### src/rtl/conv_weight_stream_pkg.sv
// Shared definitions for the 3x3 conv weight streamer: FSM encodings,
// buffer depth, and the total word count of one weight pass.
package conv_weight_stream_pkg;

    localparam int FIFO_DEPTH = 2;

    localparam logic [1:0] ST_IDLE  = 2'd0;
    localparam logic [1:0] ST_RUN   = 2'd1;
    localparam logic [1:0] ST_DRAIN = 2'd2;
    localparam logic [1:0] ST_DONE  = 2'd3;

    function automatic int total_words(input int ch_out, input int ch_in, input int kernel);
        return ch_out * ch_in * kernel * kernel;
    endfunction

endpackage

### src/rtl/conv_weight_skid_fifo.sv
// Two-entry FIFO, head presented combinationally (zero read latency).
// Caller guarantees no push when full and no pop when empty.
module conv_weight_skid_fifo
    import conv_weight_stream_pkg::*;
#(
    parameter int WIDTH = 32
) (
    input  logic             clk,
    input  logic             reset,
    input  logic             push,
    input  logic [WIDTH-1:0] push_data,
    input  logic             pop,
    output logic [WIDTH-1:0] head_data,
    output logic [1:0]       count
);

    logic [WIDTH-1:0] entries [FIFO_DEPTH];
    logic             wr_ptr;
    logic             rd_ptr;

    always_ff @(posedge clk) begin
        if (!reset) begin
            wr_ptr <= 1'b0;
            rd_ptr <= 1'b0;
            count  <= 2'd0;
            for (int i = 0; i < FIFO_DEPTH; i++) begin
                entries[i] <= '0;
            end
        end else begin
            if (push) begin
                entries[wr_ptr] <= push_data;
                wr_ptr          <= ~wr_ptr;
            end
            if (pop) begin
                rd_ptr <= ~rd_ptr;
            end
            count <= count + {1'b0, push} - {1'b0, pop};
        end
    end

    assign head_data = entries[rd_ptr];

endmodule

### src/rtl/conv_weight_stream_3x3.sv
// Streams a layer's 3x3 kernels from a 1-cycle-latency weight memory at 1 word/cycle;
// first word 2 cycles after start, reads throttled by a 2-entry credit. Optional WEIGHT_LAST_FLAG_EN.
module conv_weight_stream_3x3
    import conv_weight_stream_pkg::*;
#(
    parameter int DATA_WIDTH      = 32,
    parameter int CHANNEL_NUM_IN  = 64,
    parameter int CHANNEL_NUM_OUT = 256,
    parameter int KERNEL          = 3,
    parameter int ADDR_WIDTH      = 18
) (
    input  logic                  clk,
    input  logic                  reset,
    input  logic                  start,
    output logic                  mem_rd_en,
    output logic [ADDR_WIDTH-1:0] mem_addr,
    input  logic [DATA_WIDTH-1:0] mem_data,
    input  logic                  ready_in,
    output logic                  valid_weight_out,
    output logic [DATA_WIDTH-1:0] weight_out,
    output logic                  busy,
    output logic                  done
`ifdef WEIGHT_LAST_FLAG_EN
    ,
    output logic                  weight_last
`endif
);

    localparam int N = total_words(CHANNEL_NUM_OUT, CHANNEL_NUM_IN, KERNEL);

`ifdef WEIGHT_LAST_FLAG_EN
    localparam int FW     = DATA_WIDTH + 1;
    localparam int PER_CO = CHANNEL_NUM_IN * KERNEL * KERNEL;
`else
    localparam int FW     = DATA_WIDTH;
`endif

    logic [1:0]            state;
    logic [ADDR_WIDTH-1:0] addr;
    logic                  inflight;
    logic [1:0]            count;
    logic [FW-1:0]         push_data;
    logic [FW-1:0]         head_data;
    logic                  pop;
    logic [2:0]            occupancy;
    logic                  last_addr;
    logic                  drain_empty;

    // Credit counts words already buffered plus the read whose data lands next edge.
    assign pop         = valid_weight_out & ready_in;
    assign occupancy   = {1'b0, count} + {2'b00, inflight};
    assign mem_rd_en   = (state == ST_RUN) && ((occupancy - {2'b00, pop}) < 3'(FIFO_DEPTH));
    assign mem_addr    = addr;
    assign last_addr   = (addr == ADDR_WIDTH'(N - 1));
    assign drain_empty = !inflight && ((count == 2'd0) || (count == 2'd1 && pop));

`ifdef WEIGHT_LAST_FLAG_EN
    logic [ADDR_WIDTH-1:0] co_tap;
    logic                  co_tap_last;
    logic                  inflight_last;

    assign co_tap_last = (co_tap == ADDR_WIDTH'(PER_CO - 1));
    assign push_data   = {inflight_last, mem_data};
    assign weight_last = valid_weight_out & head_data[DATA_WIDTH];

    always_ff @(posedge clk) begin
        if (!reset) begin
            co_tap        <= '0;
            inflight_last <= 1'b0;
        end else begin
            inflight_last <= mem_rd_en & co_tap_last;
            if (state == ST_IDLE) begin
                co_tap <= '0;
            end else if (mem_rd_en) begin
                co_tap <= co_tap_last ? '0 : co_tap + 1'b1;
            end
        end
    end
`else
    assign push_data = mem_data;
`endif

    always_ff @(posedge clk) begin
        if (!reset) begin
            state    <= ST_IDLE;
            addr     <= '0;
            inflight <= 1'b0;
        end else begin
            inflight <= mem_rd_en;
            case (state)
                ST_IDLE: begin
                    if (start) begin
                        state <= ST_RUN;
                        addr  <= '0;
                    end
                end
                ST_RUN: begin
                    if (mem_rd_en) begin
                        if (last_addr) begin
                            state <= ST_DRAIN;
                        end else begin
                            addr <= addr + 1'b1;
                        end
                    end
                end
                // Leave as the final word is accepted so done lands one cycle later.
                ST_DRAIN: begin
                    if (drain_empty) begin
                        state <= ST_DONE;
                    end
                end
                ST_DONE: begin
                    state <= ST_IDLE;
                    addr  <= '0;
                end
                default: state <= ST_IDLE;
            endcase
        end
    end

    conv_weight_skid_fifo #(
        .WIDTH(FW)
    ) u_fifo (
        .clk       (clk),
        .reset     (reset),
        .push      (inflight),
        .push_data (push_data),
        .pop       (pop),
        .head_data (head_data),
        .count     (count)
    );

    assign valid_weight_out = (count != 2'd0);
    assign weight_out       = valid_weight_out ? head_data[DATA_WIDTH-1:0] : '0;
    assign busy             = (state != ST_IDLE);
    assign done             = (state == ST_DONE);

endmodule

### config.mk
export PLATFORM = sky130hd
export DESIGN_NAME = conv_weight_stream_3x3
export DESIGN_NICKNAME = d
export VERILOG_FILES = /design/src/rtl/conv_weight_stream_pkg.sv /design/src/rtl/conv_weight_skid_fifo.sv /design/src/rtl/conv_weight_stream_3x3.sv
export SDC_FILE = /design/constraint.sdc
export NUM_CORES = 1
export LEC_CHECK = 0
export CORE_ASPECT_RATIO = 0.6
export CORE_MARGIN = 2
export CORE_UTILIZATION = 54
export CTS_CLUSTER_DIAMETER = 50
export CTS_CLUSTER_SIZE = 16
export DETAILED_ROUTE_END_ITERATION = 7
export DONT_BUFFER_PORTS = 1
export GPL_ROUTABILITY_DRIVEN = 0
export GPL_TIMING_DRIVEN = 0
export PLACE_DENSITY = 0.69
export SYNTH_ARGS = -nofsm -noshare
export SYNTH_HDL_FRONTEND = slang
export SYNTH_HIERARCHICAL = 1
export SYNTH_SLANG_ARGS = --single-unit
### constraint.sdc
create_clock -name clk -period 3.2 [get_ports clk]
set_input_delay 0.48 -clock clk [delete_from_list [all_inputs] [get_ports clk]]
set_output_delay 0.48 -clock clk [all_outputs]
set_load 0.03 [all_outputs]
-- Word level (Yosys, flattened, before mapping)
Memory sizes are Yosys's and may differ from the RTL's. A register that Yosys moved wholly into a read port is not among the register bits.
Index checks and enable logic that the tools add are counted.
- register bits after elaboration: 25
- input bits: 36
- RAM bits: 64
- output and inout port bits: 54
- word-level logic and storage cells: 58
- memories kept: 1
- $add $sub $neg: 5
- equal/unequal tests: 10
- reductions and logical operators: 13
- $lt $le $gt $ge: 1
- bitwise gates (word level): 3
- muxes and demuxes: 19
- memory list (name ; words ; width ; read ports ; clocked after Yosys merged registers in ; write ports ; RTL line ; text):
    u_fifo.entries ; 2 ; 32 ; 1 ; 1 ; 2 ; conv_weight_skid_fifo.sv:17 ; logic [WIDTH-1:0] entries [FIFO_DEPTH];
- operators by type and width (cell ; count):
    two-way mux 32 bit ; 2
    two-way mux 18 bit ; 3
    case mux 18 bit (3 select lines) ; 1
    OR reduction 32 bit ; 1
    adder 18 x 1 -> 18 bit, second input constant ; 1
    equality test 18 bit, second input constant ; 1
    != test 2 bit, second input constant ; 5
    two-way mux 1 bit ; 8
    two-way mux 2 bit ; 4
    case mux 2 bit (4 select lines) ; 1
    AND reduction 4 bit ; 2
    equality test 2 x 1 -> 1 bit, second input constant ; 2
    equality test 2 bit, second input constant ; 2
    zero test 2 bit ; 2
    nonzero test 2 bit ; 2
    adder 2 x 1 -> 3 bit ; 1
    logical AND 1 bit ; 3
    < comparator 3 x 2 -> 1 bit, second input constant ; 1
    nonzero test 3 bit ; 1
    subtractor 3 x 1 -> 3 bit ; 1
    adder 2 x 1 -> 2 bit ; 1
    inverter 1 bit ; 2
    subtractor 2 x 1 -> 2 bit ; 1
    bitwise AND 1 bit ; 1
    2 further kinds ; 2

-- Logic depth before layout (Yosys ltp)
- depth after elaboration: 7
- depth in mapped cells: 11
- mapped depth without buffers: 10

-- Hierarchy
The synthesis kept the hierarchy.
- modules (own cells, without submodules) (module ; instances ; cells an instance ; area an instance (µm²) ; sequential area each (µm²)):
    conv_weight_skid_fifo ; 1 ; 228 ; 3123.0 ; 2021.9
    conv_weight_stream_3x3 ; 1 ; 205 ; 1606.5 ; 420.4

-- Worst setup path after synthesis
OpenSTA, ideal clock, no wires.
- path kind: register to register
- start point: register u_fifo.count[1]
- end point: register addr[15], in the netlist mem_addr[15]
- library setup time: 0.071 ns
- buffers on the path: 0
- data required time: 3.129 ns
- setup slack: 0.276 ns
- cell stages (with the launch flop): 10
- period minus slack after synthesis: 2.924 ns
- arrival: 2.853 ns
- path through: dfxtp_1 > nor2_1 > nor2b_1 > ha_1 > nor2b_1 > fa_1 > or4_4 > a31o_4 > or3_1 > a21oi_1
- cells in the longest elaborated chain, start to end: 7
- elaborated cells between the ends (all ways): 8
- ends and longest elaborated chain (element ; RTL line ; text):
    start, declared ; conv_weight_skid_fifo.sv:14 ; output logic [1:0] count
    start signal, assigned ; conv_weight_skid_fifo.sv:37 ; count <= count + {1'b0, push} - {1'b0, pop};
    nonzero test 2 bit ; conv_weight_stream_3x3.sv:133 ; assign valid_weight_out = (count != 2'd0);
    bitwise AND 1 bit ; conv_weight_stream_3x3.sv:50 ; assign pop = valid_weight_out & ready_in;
    named net pop ; conv_weight_stream_3x3.sv:44 ; logic pop;
    subtractor 3 x 1 -> 3 bit ; conv_weight_stream_3x3.sv:52 ; assign mem_rd_en = (state == ST_RUN) && ((occupancy - {2'b00, pop}) < 3'(FIFO_DEPTH));
    < comparator 3 x 2 -> 1 bit ; conv_weight_stream_3x3.sv:52 ;
    logical AND 1 bit ; conv_weight_stream_3x3.sv:52 ;
    != test 2 bit (no line) ; -- ;
    AND reduction 4 bit (no line) ; -- ;
    end signal, assigned ; conv_weight_stream_3x3.sv:102 ; addr <= addr + 1'b1;
    end, declared ; conv_weight_stream_3x3.sv:39 ; logic [ADDR_WIDTH-1:0] addr;
The timed path passes the listed nets, and every way through them passes these cells.
A chain may end at the register's enable or synchronous reset.

-- Worst setup path after layout
- start point: register u_fifo.count[0]
- end point: register addr[15], in the netlist mem_addr[15]
Same word-level chain as after synthesis.

==> reports/summary.txt <==
# IOs: 90
Number of port buffers: 0
Post-synthesis simple-gate area fraction: 21.5%
Die Y: 76.5 um
CTS Sinks: 90
Wire per inst: 18.7 um
RSZ-0062 raised after global routing: no
Status: completed
Sw frac: 39.2%
Cell count after synthesis: 433
Place WS: -303 ps
Crit path cell chain: nor2_4, nor2b_2, ha_1, nor2b_1, fa_1, or4_4, a31o_4, or3_1, a21oi_1
Initial core utilization: 55.5%
Rows: 26
Worst Path Class, Setup: flip-flop to flip-flop
GRT overflow: 0
Global Route Usage Sum: 22.9%
Lkg Pwr: 1.94 nW
# nets final: 494
VDD IR max: 371 uV
Comb pwr share: 42.7%
Top delay family on crit path: simple AND/OR/NAND/NOR gates
Worst Tran Pin Value: 858 ps
Critical path's slowest cell: or4_4
Drt via density: 5.86
DR pass1 iterations: 5
Net Switching: 1.75 mW
Final WS setup: 130 ps
Final period util: 95.9%
CTS tree: yes
Final min period: 3070 ps
Syn_nets: 479
Power density over the cells: 849 nW/um^2
Setup TNS: 0 ps
FFs w/ async S/R, synth: 0%
Post-synthesis instance area: 4730 um^2
Later-pin clock latency in the skew report: 340 ps
Slew headroom: 42.7%
Ant diodes: 0
HPWL Detailed: 7.38 mm
CTS buffer count: 9
Clk slew on worst S/H paths: 70 ps
Yosys warns: 6
Int Power: 2.72 mW
Max incr delay on CP: 590 ps
Core ar.: 8520 um^2
Largest family of logic cells by synthesized area: simple AND/OR/NAND/NOR gates
Final hold vios: 0
Tightest Hold Check Type: primary input to flip-flop
Mux cell area share after synthesis: 10.0%
Post-Route Skew: 7.02 ps
Cell variety after synth: 51
Worst EP required: 3460 ps
Clk pwr share: 23.8%
DRC: 0
Die X: 125 um
Critical-path maximum fanout: 8
Die area: 9550 um^2
H-tree levels: 3
Final Power: 4.47 mW
Largest net degree at the start of global routing: 20
Fmax: 326 MHz
Final count of pins violating max slew: 0
Post-Synth XOR/XNOR Area: 0.847%
Setup violators final: 0
DR vias: 3312
Post-synthesis adder-cell area fraction: 2.80%
Layout area overhead: 11.3%
Root buf cell: clkbuf_16
Initial antenna violation count: 0
Most used flip-flop cell after synthesis: edfxtp_1
Layout cells sized above 1: 20.5%
Number of synthesized flops with an enable pin: 64
Share of the core filled with cells: 61.7%
Critical Path AT: 3330 ps
Routed Antenna Nets: 0
Mean Syn Cell Area: 10.9 um^2
First-pass GRT wire length: 16.6 mm
Sequential fraction of the synthesis area: 51.6%
CP startpoint kind: flip-flop
Iteration-0 DRC Markers: 343
Clock Path Buffers: 2
Placed cell area: 4920 um^2
Power share of the sequential group: 33.5%
Compound-Gate Fraction of Synth Area: 7.28%
WP buf/inv: 0
Synth Register Bits: 90
Kind of end point of the critical path: flip-flop
Drt total wl: 10.6 mm
Vias in the first global route: 3073
Max-cap violation count: 0
Final instance area: 5260 um^2
-- worst paths after layout --
path | start | to | slack [ps] | depth (start not counted)
max | u_fifo/count[0] | mem_addr[15] | 130 | 9
min reg2reg | u_fifo/wr_ptr | u_fifo/wr_ptr | 520 | 2
max reg2reg | u_fifo/count[0] | mem_addr[15] | 130 | 9
min | reset | mem_addr[5] | 290 | 2
-- logic make-up (layout without fill, tap and decap cells) --
family / count (synthesis) / after routing
flops: 90 / 90
fa+ha+maj: 10 / 10
simple gates: 211 / 211
buf+inv: 40 / 60
mux: 32 / 32
compound gates: 47 / 47
xor+xnor: 3 / 3
-- layout by cell type (no fill, tap or decap), drive strengths merged, types with 8 or more instances in the layout --
cell / n
a31oi: 9
buf: 22
clkbuf: 18
dfxtp: 26
edfxtp: 64
ha: 9
inv: 16
mux2: 32
nand2: 51
nor2: 78
nor2b: 35
o21ai: 8
or3: 9
-- synthesized netlist by cell type, types with 2 or more instances --
cell	n	area share, %
o31ai_1	3	0.48
a211oi_1	2	0.32
nand2b_1	2	0.26
nor4_1	4	0.53
a31oi_1	9	1.2
ha_1	9	2.4
or3_1	9	1.2
buf_4	2	0.32
o221a_2	6	1.4
buf_6	5	1.2
edfxtp_1	64	41
and3_2	2	0.32
nand2_1	51	4.0
nor2_1	78	6.2
a21oi_1	7	0.74
dfxtp_1	26	11
nand3_1	4	0.42
mux2_4	30	9.5
and2_1	4	0.53
clkbuf_1	7	0.56
buf_2	7	0.74
o22ai_1	3	0.40
inv_1	12	0.95
mux2_2	2	0.48
nor2b_1	35	4.6
nand4_1	5	0.66
and3_1	2	0.26
nor3_1	7	0.74
o21ai_0	8	0.85
o21a_1	2	0.32
buf_12	4	1.7
or2_2	3	0.40
-- flip-flops by register name, summed over array words and instances, names as in the netlist, named ones only --
name and cells:
mem_addr 18, u_fifo/wr_ptr 1, u_fifo/entries 64, state 2, inflight 1, u_fifo/count 2, u_fifo/rd_ptr 1
-- worst register-to-register path, stage by stage, from the launching register on --
cell and delay, ps:
dfxtp_1 410, nor2_4 70, nor2b_2 190, ha_1 260, nor2b_1 150, fa_1 500, or4_4 590, a31o_4 280
or3_1 360, a21oi_1 180
-- power groups by stage --
stage / Combinational [mW] / Sequential, mW / Clock (mW)
3_5_place_dp: 1.83 / 1.51 / 0
4_1_cts: 1.86 / 1.50 / 1.10
6_report: 1.91 / 1.50 / 1.07
5_1_grt: 2.06 / 1.51 / 1.14
3_3_place_gp: 1.78 / 1.51 / 0
2_1_floorplan: 1.48 / 1.49 / 0
-- area by class of cell --
class,count,area [um^2]
clock inverters,6,71.3
flip-flops and latches,90,2440
inverters,14,52.6
repair buffers,4,70.1
well taps,112,140
clock buffers,10,229
plain buffers,26,226
fillers,760,3260
multi-input cells,303,2030
-- repair_timing --
item,in CTS,in global routing
hold buffers,0,0
resized for setup,4,2
setup endpoints to repair,18,12
buffers inserted,0,2
pin swaps,0,1
-- routing by layer --
layer	GRT usage [%]	part of all wire, %	wire, um
met2	32.5	43	4550
met5	0	0	0
met3	8.43	8.6	905
met1	33.1	47	5000
met4	6.33	1.0	106
-- metrics by stage --
stage,hold slack (ps),instances
2_1_floorplan,464,433
3_3_place_gp,473,545
3_5_place_dp,484,547
4_1_cts,261,563
5_1_grt,283,565
6_report,286,565
Note: power is estimated with default switching activity, not from simulation.
